**src/rtl/fir_decim_rounder.sv**
```systemverilog
// Decimating round/saturate stage behind the systolic FIR, with a small FWFT output FIFO.
// Optional saturation counter port enabled by defining FIR_DECIM_SAT_CNT_EN.
module fir_decim_rounder #(
    parameter int unsigned IN_WIDTH    = 26,
    parameter int unsigned OUT_WIDTH   = 16,
    parameter int unsigned SHIFT       = 8,
    parameter int unsigned ROUND_MODE  = 1,
    parameter int unsigned DECIM       = 4,
    parameter int unsigned DECIM_PHASE = 0,
    parameter int unsigned FIFO_DEPTH  = 4
) (
    input  logic                          clk,
    input  logic                          rst_n,
    input  logic                          valid_in,
    input  logic [IN_WIDTH-1:0]           din,
    input  logic                          sync_clr,
    output logic                          dout_valid,
    input  logic                          dout_ready,
    output logic [OUT_WIDTH-1:0]          dout,
    output logic                          sat_pulse,
    output logic                          overflow,
    output logic [$clog2(FIFO_DEPTH):0]   fifo_level
`ifdef FIR_DECIM_SAT_CNT_EN
    ,
    output logic [15:0]                   sat_count
`endif
);

    localparam int unsigned PW = (DECIM > 1) ? $clog2(DECIM) : 1;
    localparam int unsigned AW = $clog2(FIFO_DEPTH);
    localparam int unsigned LW = AW + 1;
    localparam int unsigned SW = IN_WIDTH + 1;
    localparam int unsigned RW = SW - SHIFT;
    localparam int unsigned CW = (RW > OUT_WIDTH) ? RW : OUT_WIDTH;

    localparam logic [SW-1:0]        HALF    = SW'(1) << (SHIFT - 1);
    localparam logic [SW-1:0]        HALF_M1 = HALF - SW'(1);
    localparam logic signed [CW-1:0] OMAX    = {1'b0, {(CW-1){1'b1}}} >> (CW - OUT_WIDTH);
    localparam logic signed [CW-1:0] OMIN    = ~OMAX;

    logic [PW-1:0]               phase_q, phase_d;
    logic                        s1_valid_q, s1_valid_d;
    logic signed [RW-1:0]        s1_data_q, s1_data_d;
    logic                        s2_valid_q, s2_valid_d;
    logic [OUT_WIDTH-1:0]        s2_data_q, s2_data_d;
    logic                        s2_sat_q, s2_sat_d;
    logic                        sat_pulse_q, sat_pulse_d;
    logic                        overflow_q, overflow_d;
    logic [AW-1:0]               wr_q, wr_d, rd_q, rd_d;
    logic [LW-1:0]               level_q, level_d;
    logic                        dout_valid_q, dout_valid_d;
    logic [OUT_WIDTH-1:0]        dout_q, dout_d;
    logic [OUT_WIDTH-1:0]        mem_q [FIFO_DEPTH];
    logic [OUT_WIDTH-1:0]        mem_d [FIFO_DEPTH];

    logic                        keep;
    logic [SW-1:0]               rnd;
    logic signed [SW-1:0]        sum;
    logic signed [CW-1:0]        s1_ext;
    logic                        push, pop, full, push_ok, drop;

    // Rounding offset selected per mode; the shift is taken as the top slice of the sum.
    always_comb begin
        rnd = '0;
        if (ROUND_MODE == 1) begin
            rnd = din[IN_WIDTH-1] ? HALF_M1 : HALF;
        end else if (ROUND_MODE == 2) begin
            rnd = HALF_M1 + SW'(din[SHIFT]);
        end
        sum = {din[IN_WIDTH-1], din} + rnd;
    end

    always_comb begin
        phase_d      = phase_q;
        s1_valid_d   = 1'b0;
        s1_data_d    = s1_data_q;
        s2_valid_d   = 1'b0;
        s2_data_d    = s2_data_q;
        s2_sat_d     = s2_sat_q;
        sat_pulse_d  = 1'b0;
        overflow_d   = overflow_q;
        wr_d         = wr_q;
        rd_d         = rd_q;
        level_d      = level_q;
        mem_d        = mem_q;
        s1_ext       = CW'(s1_data_q);

        keep    = valid_in && !sync_clr && (phase_q == PW'(DECIM_PHASE));
        pop     = dout_valid_q && dout_ready;
        push    = s2_valid_q;
        full    = (level_q == LW'(FIFO_DEPTH));
        push_ok = push && (!full || pop);
        drop    = push && full && !pop;

        if (sync_clr) begin
            phase_d = '0;
        end else if (valid_in) begin
            phase_d = (phase_q == PW'(DECIM - 1)) ? '0 : phase_q + PW'(1);
        end

        s1_valid_d = keep;
        if (keep) begin
            s1_data_d = sum[SW-1:SHIFT];
        end

        s2_valid_d = s1_valid_q && !sync_clr;
        if (s1_valid_q) begin
            s2_sat_d = 1'b1;
            if (s1_ext > OMAX) begin
                s2_data_d = OMAX[OUT_WIDTH-1:0];
            end else if (s1_ext < OMIN) begin
                s2_data_d = OMIN[OUT_WIDTH-1:0];
            end else begin
                s2_data_d = s1_ext[OUT_WIDTH-1:0];
                s2_sat_d  = 1'b0;
            end
        end

        // Clear beats push and pop; a dropped sample still reports its saturation.
        if (sync_clr) begin
            wr_d       = '0;
            rd_d       = '0;
            level_d    = '0;
            overflow_d = 1'b0;
        end else begin
            sat_pulse_d = push && s2_sat_q;
            if (push_ok) begin
                mem_d[wr_q] = s2_data_q;
                wr_d        = wr_q + AW'(1);
            end
            if (pop) begin
                rd_d = rd_q + AW'(1);
            end
            level_d    = level_q + LW'(push_ok) - LW'(pop);
            overflow_d = overflow_q || drop;
        end

        dout_valid_d = (level_d != '0);
        dout_d       = dout_valid_d ? mem_d[rd_d] : dout_q;
    end

    always_ff @(posedge clk or negedge rst_n) begin
        if (!rst_n) begin
            phase_q      <= '0;
            s1_valid_q   <= 1'b0;
            s1_data_q    <= '0;
            s2_valid_q   <= 1'b0;
            s2_data_q    <= '0;
            s2_sat_q     <= 1'b0;
            sat_pulse_q  <= 1'b0;
            overflow_q   <= 1'b0;
            wr_q         <= '0;
            rd_q         <= '0;
            level_q      <= '0;
            dout_valid_q <= 1'b0;
            dout_q       <= '0;
            for (int i = 0; i < FIFO_DEPTH; i++) begin
                mem_q[i] <= '0;
            end
        end else begin
            phase_q      <= phase_d;
            s1_valid_q   <= s1_valid_d;
            s1_data_q    <= s1_data_d;
            s2_valid_q   <= s2_valid_d;
            s2_data_q    <= s2_data_d;
            s2_sat_q     <= s2_sat_d;
            sat_pulse_q  <= sat_pulse_d;
            overflow_q   <= overflow_d;
            wr_q         <= wr_d;
            rd_q         <= rd_d;
            level_q      <= level_d;
            dout_valid_q <= dout_valid_d;
            dout_q       <= dout_d;
            for (int i = 0; i < FIFO_DEPTH; i++) begin
                mem_q[i] <= mem_d[i];
            end
        end
    end

    assign dout_valid = dout_valid_q;
    assign dout       = dout_q;
    assign sat_pulse  = sat_pulse_q;
    assign overflow   = overflow_q;
    assign fifo_level = level_q;

`ifdef FIR_DECIM_SAT_CNT_EN
    logic [15:0] sat_count_q, sat_count_d;

    // Saturating count of clamped samples, tracking sat_pulse.
    always_comb begin
        sat_count_d = sat_count_q;
        if (sync_clr) begin
            sat_count_d = '0;
        end else if (sat_pulse_d && (sat_count_q != 16'hFFFF)) begin
            sat_count_d = sat_count_q + 16'd1;
        end
    end

    always_ff @(posedge clk or negedge rst_n) begin
        if (!rst_n) begin
            sat_count_q <= '0;
        end else begin
            sat_count_q <= sat_count_d;
        end
    end

    assign sat_count = sat_count_q;
`endif

endmodule

```
**config.mk**
```make
export PLATFORM = sky130hd
export DESIGN_NAME = fir_decim_rounder
export DESIGN_NICKNAME = d
export VERILOG_FILES = /design/src/rtl/fir_decim_rounder.sv
export SDC_FILE = /design/constraint.sdc
export NUM_CORES = 1
export LEC_CHECK = 0
export ABC_CLOCK_PERIOD_IN_PS = 4150
export BUFFER_PORTS_ARGS = -buffer_cell sky130_fd_sc_hd__buf_2
export CAP_MARGIN = 25
export CORE_ASPECT_RATIO = 0.75
export CORE_MARGIN = 5
export CORE_UTILIZATION = 53
export DETAILED_ROUTE_END_ITERATION = 8
export PLACE_DENSITY = 0.68
export SLEW_MARGIN = 25
export SYNTH_ARGS = -nofsm -noshare
export SYNTH_HDL_FRONTEND = slang
export SYNTH_SLANG_ARGS = --single-unit
```
**constraint.sdc**
```tcl
create_clock -name clk -period 4.15 [get_ports clk]
set_input_delay 0.415 -clock clk [delete_from_list [all_inputs] [get_ports clk]]
set_output_delay 0.415 -clock clk [all_outputs]
set_load 0.005 [all_outputs]
```
==> results of run 1 <==
-- logic make-up after synthesis --
logic type                 count (synthesis)  share of synthesized area [%]
xor gates and xnor gates                   3                          0.624
DFF                                      130                           50.7
and+or+nand+nor                          210                           16.4
adders and majority gates                 16                           3.24
buffers and inverters                     72                           4.82
AOI/OAI and AO/OA                        146                           17.4
muxes                                     36                           6.83
-- per-stage QoR --
stage,area [µm²],power [mW],setup WS [ns],utilization (%)
2_1_floorplan,6410,2.54,0.604,-
3_3_place_gp,6790,2.87,0.564,58.0
3_5_place_dp,6820,2.94,0.416,58.3
4_1_cts,7410,4.47,0.436,63.4
5_1_grt,7420,4.68,0.152,63.4
6_report,7420,4.43,0.444,63.4
-- per-layer routing --
layer / track usage, % / vias to the layer above / share of wire (%)
met5: 0 / - / 0
met4: 6.27 / 0 / 1.6
met3: 4.95 / 26 / 5.8
met2: 36.7 / 170 / 47
met1: 33.3 / 2462 / 46
li1: - / 2331 / -
-- layout by cell type, fill, tap and decap left out, types with 3 or more instances in the layout --
cell       Yosys  routed
a2111oi_0      5       5
buf_2          7      51
nand4_1        6       6
bufinv_16      0       3
a221o_1       15      15
mux2_4        10      10
or4_1         17      17
mux2_2        22      22
and3b_1        3       3
mux2i_1        4       4
clkbuf_16      0      17
nor2b_1        3       3
o21ai_1        1       3
ha_1          15      15
nand2b_1      15      15
buf_4          2      10
a21oi_1        3       3
clkinv_2       0       8
and2_1         4       4
dfrtp_1      130     130
inv_1         33      33
o211ai_1      22      22
nor2_1        32      32
nand2_1       60      60
nor3_1        35      35
o21ai_0       39      37
a2111oi_2     10      10
o22ai_1       15      15
nand3_1       28      28
o21a_1        14      14
-- power breakdown --
part	internal, mW	switching [mW]
clock	0.967	0.537
sequential	1.55	0.194
combinational	0.539	0.649
total	3.05	1.38
-- layout make-up --
class | count | area, µm² | area share (%)
Timing Repair Buffer | 63 | 369 | 4.98
Inverter | 35 | 131 | 1.77
Multi-Input combinational cell | 411 | 2870 | 38.6
Sequential cell | 130 | 3250 | 43.9
Clock buffer | 20 | 457 | 6.16
Clock inverter | 12 | 138 | 1.86
Tap cell | 162 | 203 | 2.73
-- registers in the layout (all words and copies together), names as in the netlist, 2 cells and up --
| name | cells |
|---|---|
| mem_q | 64 |
| s1_data_q | 19 |
| dout | 16 |
| s2_data_q | 16 |
| fifo_level | 3 |
| phase_q | 2 |
| rd_q | 2 |
| wr_q | 2 |
-- worst max-delay path by stage --
| stage | startpoint | endpoint |
|---|---|---|
| 5_1_grt | dout_valid$_DFF_PN0_ | dout[6]$_DFFE_PN0P_ |
| 6_report | dout_valid$_DFF_PN0_ | dout[9]$_DFFE_PN0P_ |
| 3_5_place_dp | dout_ready | dout[9]$_DFFE_PN0P_ |
| 4_1_cts | dout_valid$_DFF_PN0_ | dout[9]$_DFFE_PN0P_ |
| 2_1_floorplan | dout_valid$_DFF_PN0_ | dout[0]$_DFFE_PN0P_ |
| 3_3_place_gp | dout_ready | dout[9]$_DFFE_PN0P_ |
-- critical path, cell delays in order, from the launching register on --
cell	delay [ns]
dfrtp_1	0.45
a211o_1	0.40
o21ai_0	0.25
ha_1	0.27
inv_1	0.06
ha_1	0.14
inv_1	0.05
fa_1	0.44
nor2b_1	0.15
a21o_1	0.19
buf_4	0.21
or3_4	0.48
a2111oi_0	0.37
a221o_1	0.17
-- cell usage after synthesis, types with 4 or more instances --
cell	number
clkbuf_1	25
a2111oi_2	10
ha_1	15
nor3_1	35
or4_1	17
mux2i_1	4
nand3_1	28
mux2_2	22
a221o_1	15
nand2_1	60
dfrtp_1	130
o211ai_1	22
o21ai_0	39
and2_1	4
nand2b_1	15
o21a_1	14
nand4_1	6
inv_1	33
buf_2	7
a2111oi_0	5
mux2_4	10
o22ai_1	15
nor2_1	32
==> metrics.txt, run 1 <==
outcome finished, final reports clean; share of layout cells above drive strength 1 21.5%; setup violators final 0; mean area per synthesized cell 10.5 µm²; Final min period 3.71 ns; Startpoint Class register; first-pass GRT wire length 26500 µm; post_cts resized 0; initial core utilization 54.8%; synth top area cells dfrtp_1, mux2_2, nand2_1; Synth cell types 57; Slew Limit Headroom 26.3%; Top-Level Pins 53; largest area contributor in the netlist dfrtp_1; ys flop type dfrtp_1; Seq/Total Area, Yosys 50.7%; Reg clk slew, reported paths 0.06 ns; drt first pass iters 4; drt first-iter violations 339; Worst VDD drop 0.330 mV; pin slew with the least headroom to its limit 1.10 ns; Clock Sinks 130; Die ar. 14400 µm²; max-slew violations 0; total CTS buffers 17; Yosys top cell area share 50.7%; initial antenna violation count 0; synthesized area 6410 µm²; core box area 11700 µm²; TNS Setup 0 ns; Clock Tree Buf Depth 2; Rows 34; Syn Nets 660; largest net degree at the start of global routing 76; via count 4989; vias in the first global route 5108; Hold-fix buffers, CTS 0; Fin. Hold Viols 0; critical path class register to register; port buffer count 52; Clock Skew 0.00907 ns; DR DRC count 0; Tcrit/Tclk final 89.3%; Gate Count Post-Synth 613; TritonCTS clock tree done; Placer Congestion 0.837; Layout area overhead 15.6%; Hold WS 0.0105 ns; number of flops mapped to enable cells by yosys 0; # diodes 0; Max Cap Viol 0; fmax 0.270 GHz; Crit. End Element register; R2R depth 13; Die Y 105 µm; Clk Latency, worst-skew pair 0.41 ns; # fillers 957; CTS HTree Levels 4; synth warn 0; crit path max fanout 18; Overflow after GRT 0; Nets 705; Routed WL per cell 19.0 µm; count of state elements after synthesis 130; die width 137 µm; Via density 5.99; crit path DAT 4.05 ns; worst min path class input pin to asynchronous set/reset pin; unrepaired setup endpoints after global routing false; reg2reg end dout[9]$_DFFE_PN0P_; DRT Wirelength 15900 µm; FFs w/ async S/R, synth 100%; Post-CTS Setup Bufs 0; root buf cell clkbuf_16; Antenna Violating Nets Remaining 0; LEAKAGE 3.49 nW; global-route usage over all layers 23.4%; DP HPWL 10500 µm; Non-Filler Instances 833; placed cell count 801; pwr dens 598 nW/µm²; R2R Setup Slk 0.44 ns; worst path required time 4.49 ns; RR Startpoint dout_valid$_DFF_PN0_
No activity file was read; power rests on OpenSTA's default activity.
==> inputs of run 2 (changes only) <==
Settings changed: CTS_BUF_LIST from default to sky130_fd_sc_hd__clkbuf_16.
==> metrics.txt, run 2 (synthesis gave the netlist of run 1 again) <==
die width 137 µm (unchanged); TNS Setup 0 ns (unchanged); total CTS buffers 17 (unchanged); Clock Sinks 130 (unchanged); first-pass GRT wire length 26500 µm (about the same); largest net degree at the start of global routing 76 (unchanged); Layout area overhead 15.3%; Tcrit/Tclk final 89.9% (+0.60 points); Top delay family on crit path compound AO/OA/AOI/OAI gates; LEAKAGE 3.48 nW (-0.20%); Slew Limit Headroom 26.7% (+0.40 points); pwr dens 594 nW/µm² (-0.59%); Hold-fix buffers, CTS 0 (unchanged); global-route usage over all layers 23.4% (unchanged); # fillers 957 (unchanged); crit-path cells a211o_1 > o21ai_0 > ha_1 > inv_1 > ha_1 > inv_1 > fa_1 > nor2b_1 > a21o_1 > buf_4 > or3_4 > a2111oi_0 > a221o_1; Top-Level Pins 53 (unchanged); unrepaired setup endpoints after global routing false; Antenna Violating Nets Remaining 0 (unchanged); Startpoint Class register; TritonCTS clock tree done; largest registers mem_q (64), s1_data_q (19); Buf/Inv on CP 3 (unchanged); max reg flops 64 (unchanged); Via density 5.93 (-0.92%); Clk Latency, worst-skew pair 0.41 ns (about the same); Rows 34 (unchanged); initial core utilization 54.8% (unchanged); Routed WL per cell 19.0 µm (about the same); outcome finished, final reports clean; via count 4943 (-0.92%); Hold WS 0.0147 ns (+0.00417 ns); drt first-iter violations 300 (-12%); DR DRC count 0 (unchanged); critical path class register to register; DP HPWL 10500 µm (unchanged); Top reg by flops mem_q; Fin. Hold Viols 0 (unchanged); drt first pass iters 4 (unchanged); Die ar. 14400 µm² (unchanged); commonest non-fill, non-tap cells in the layout dfrtp_1, nand2_1, buf_2; port buffer count 52 (unchanged); Post-CTS Setup Bufs 0 (unchanged); pin slew with the least headroom to its limit 1.09 ns (-0.00593 ns); # diodes 0 (unchanged); setup violators final 0 (unchanged); initial antenna violation count 0 (unchanged); share of layout cells above drive strength 1 21.2% (-0.30 points); crit path max fanout 18 (unchanged); CTS HTree Levels 4 (unchanged); Crit. End Element register; Clock Tree Buf Depth 2 (unchanged); Reg clk slew, reported paths 0.05 ns (about the same); crit path DAT 4.07 ns (+0.02 ns); Slowest cell on crit path or3_4; max-slew violations 0 (unchanged); Nets 705 (unchanged); Placer Congestion 0.837 (unchanged); worst min path class input pin to asynchronous set/reset pin; Clock Skew 0.00993 ns (+0.000860 ns); core box area 11700 µm² (unchanged); commonest non-fill, non-tap cell in the layout dfrtp_1; worst path required time 4.49 ns (about the same); Worst VDD drop 0.329 mV (-0.27%); fmax 0.268 GHz (-0.67%); vias in the first global route 5105 (-0.059%); post_cts resized 0 (unchanged); Total Power 4.40 mW (-0.86%); Final min period 3.73 ns (+0.0250 ns); Die Y 105 µm (unchanged); Overflow after GRT 0 (unchanged); Max Cap Viol 0 (unchanged); root buf cell clkbuf_16; DRT Wirelength 15900 µm (about the same); crit-path max cell delay 0.49 ns (about the same)
## run 2: per-stage QoR
stage                     setup slack (ns)  cells  instance area, µm²  utilization [%]
final                                0.419    833                7400             63.2
after global routing                 0.152    833                7400             63.2
after CTS                            0.436    833                7390             63.2
after detailed placement             0.416    801                6820             58.3
after global placement               0.564    800                6790             58.0
after floorplan                      0.604    613                6410                -
## run 2: metal layers
| metal | share of wire [%] | routed length, µm | global-route usage [%] | vias to the layer above |
|---|---|---|---|---|
| met5 | 0 | 0 | 0 | - |
| met4 | 1.5 | 231 | 6.27 | 0 |
| met3 | 5.5 | 867 | 4.95 | 20 |
| met2 | 47 | 7380 | 36.7 | 144 |
| met1 | 46 | 7370 | 33.3 | 2448 |
| li1 | - | - | - | 2331 |
## run 2: layout make-up
| type | instances | area, µm² | share of cell area, % |
|---|---|---|---|
| flip-flops and latches | 130 | 3250 | 44.0 |
| multi-input cells | 411 | 2870 | 38.7 |
| clock buffers | 17 | 425 | 5.75 |
| repair buffers | 63 | 369 | 4.99 |
| well taps | 162 | 203 | 2.74 |
| clock inverters | 15 | 149 | 2.01 |
| inverters | 35 | 131 | 1.78 |
## run 2: final timing paths
path,startpoint,endpoint,slack (ns),cells past startpoint
min reg2reg,mem_q[14]$_DFF_PN0_,mem_q[14]$_DFF_PN0_,0.48,2
max in group asynchronous,rst_n,dout[15]$_DFFE_PN0P_,3.27,2
min,rst_n,s1_data_q[9]$_DFFE_PN0P_,0.01,1
max reg2reg,dout_valid$_DFF_PN0_,dout[9]$_DFFE_PN0P_,0.42,13
min in group clk,din[24],s1_data_q[16]$_DFFE_PN0P_,0.30,3
max,dout_valid$_DFF_PN0_,dout[9]$_DFFE_PN0P_,0.42,13
## run 2: power breakdown
| part | internal (mW) | total, mW | switching, mW |
|---|---|---|---|
| clock | 0.927 | 1.46 | 0.537 |
| combinational | 0.539 | 1.19 | 0.650 |
| sequential | 1.55 | 1.74 | 0.193 |
| total | 3.02 | 4.40 | 1.38 |
## run 2: worst reg2reg max path, stage by stage (launching register included)
cell       delay (ns)
dfrtp_1          0.45
a211o_1          0.40
o21ai_0          0.25
ha_1             0.28
inv_1            0.06
ha_1             0.14
inv_1            0.05
fa_1             0.44
nor2b_1          0.15
a21o_1           0.19
buf_4            0.22
or3_4            0.49
a2111oi_0        0.38
a221o_1          0.17
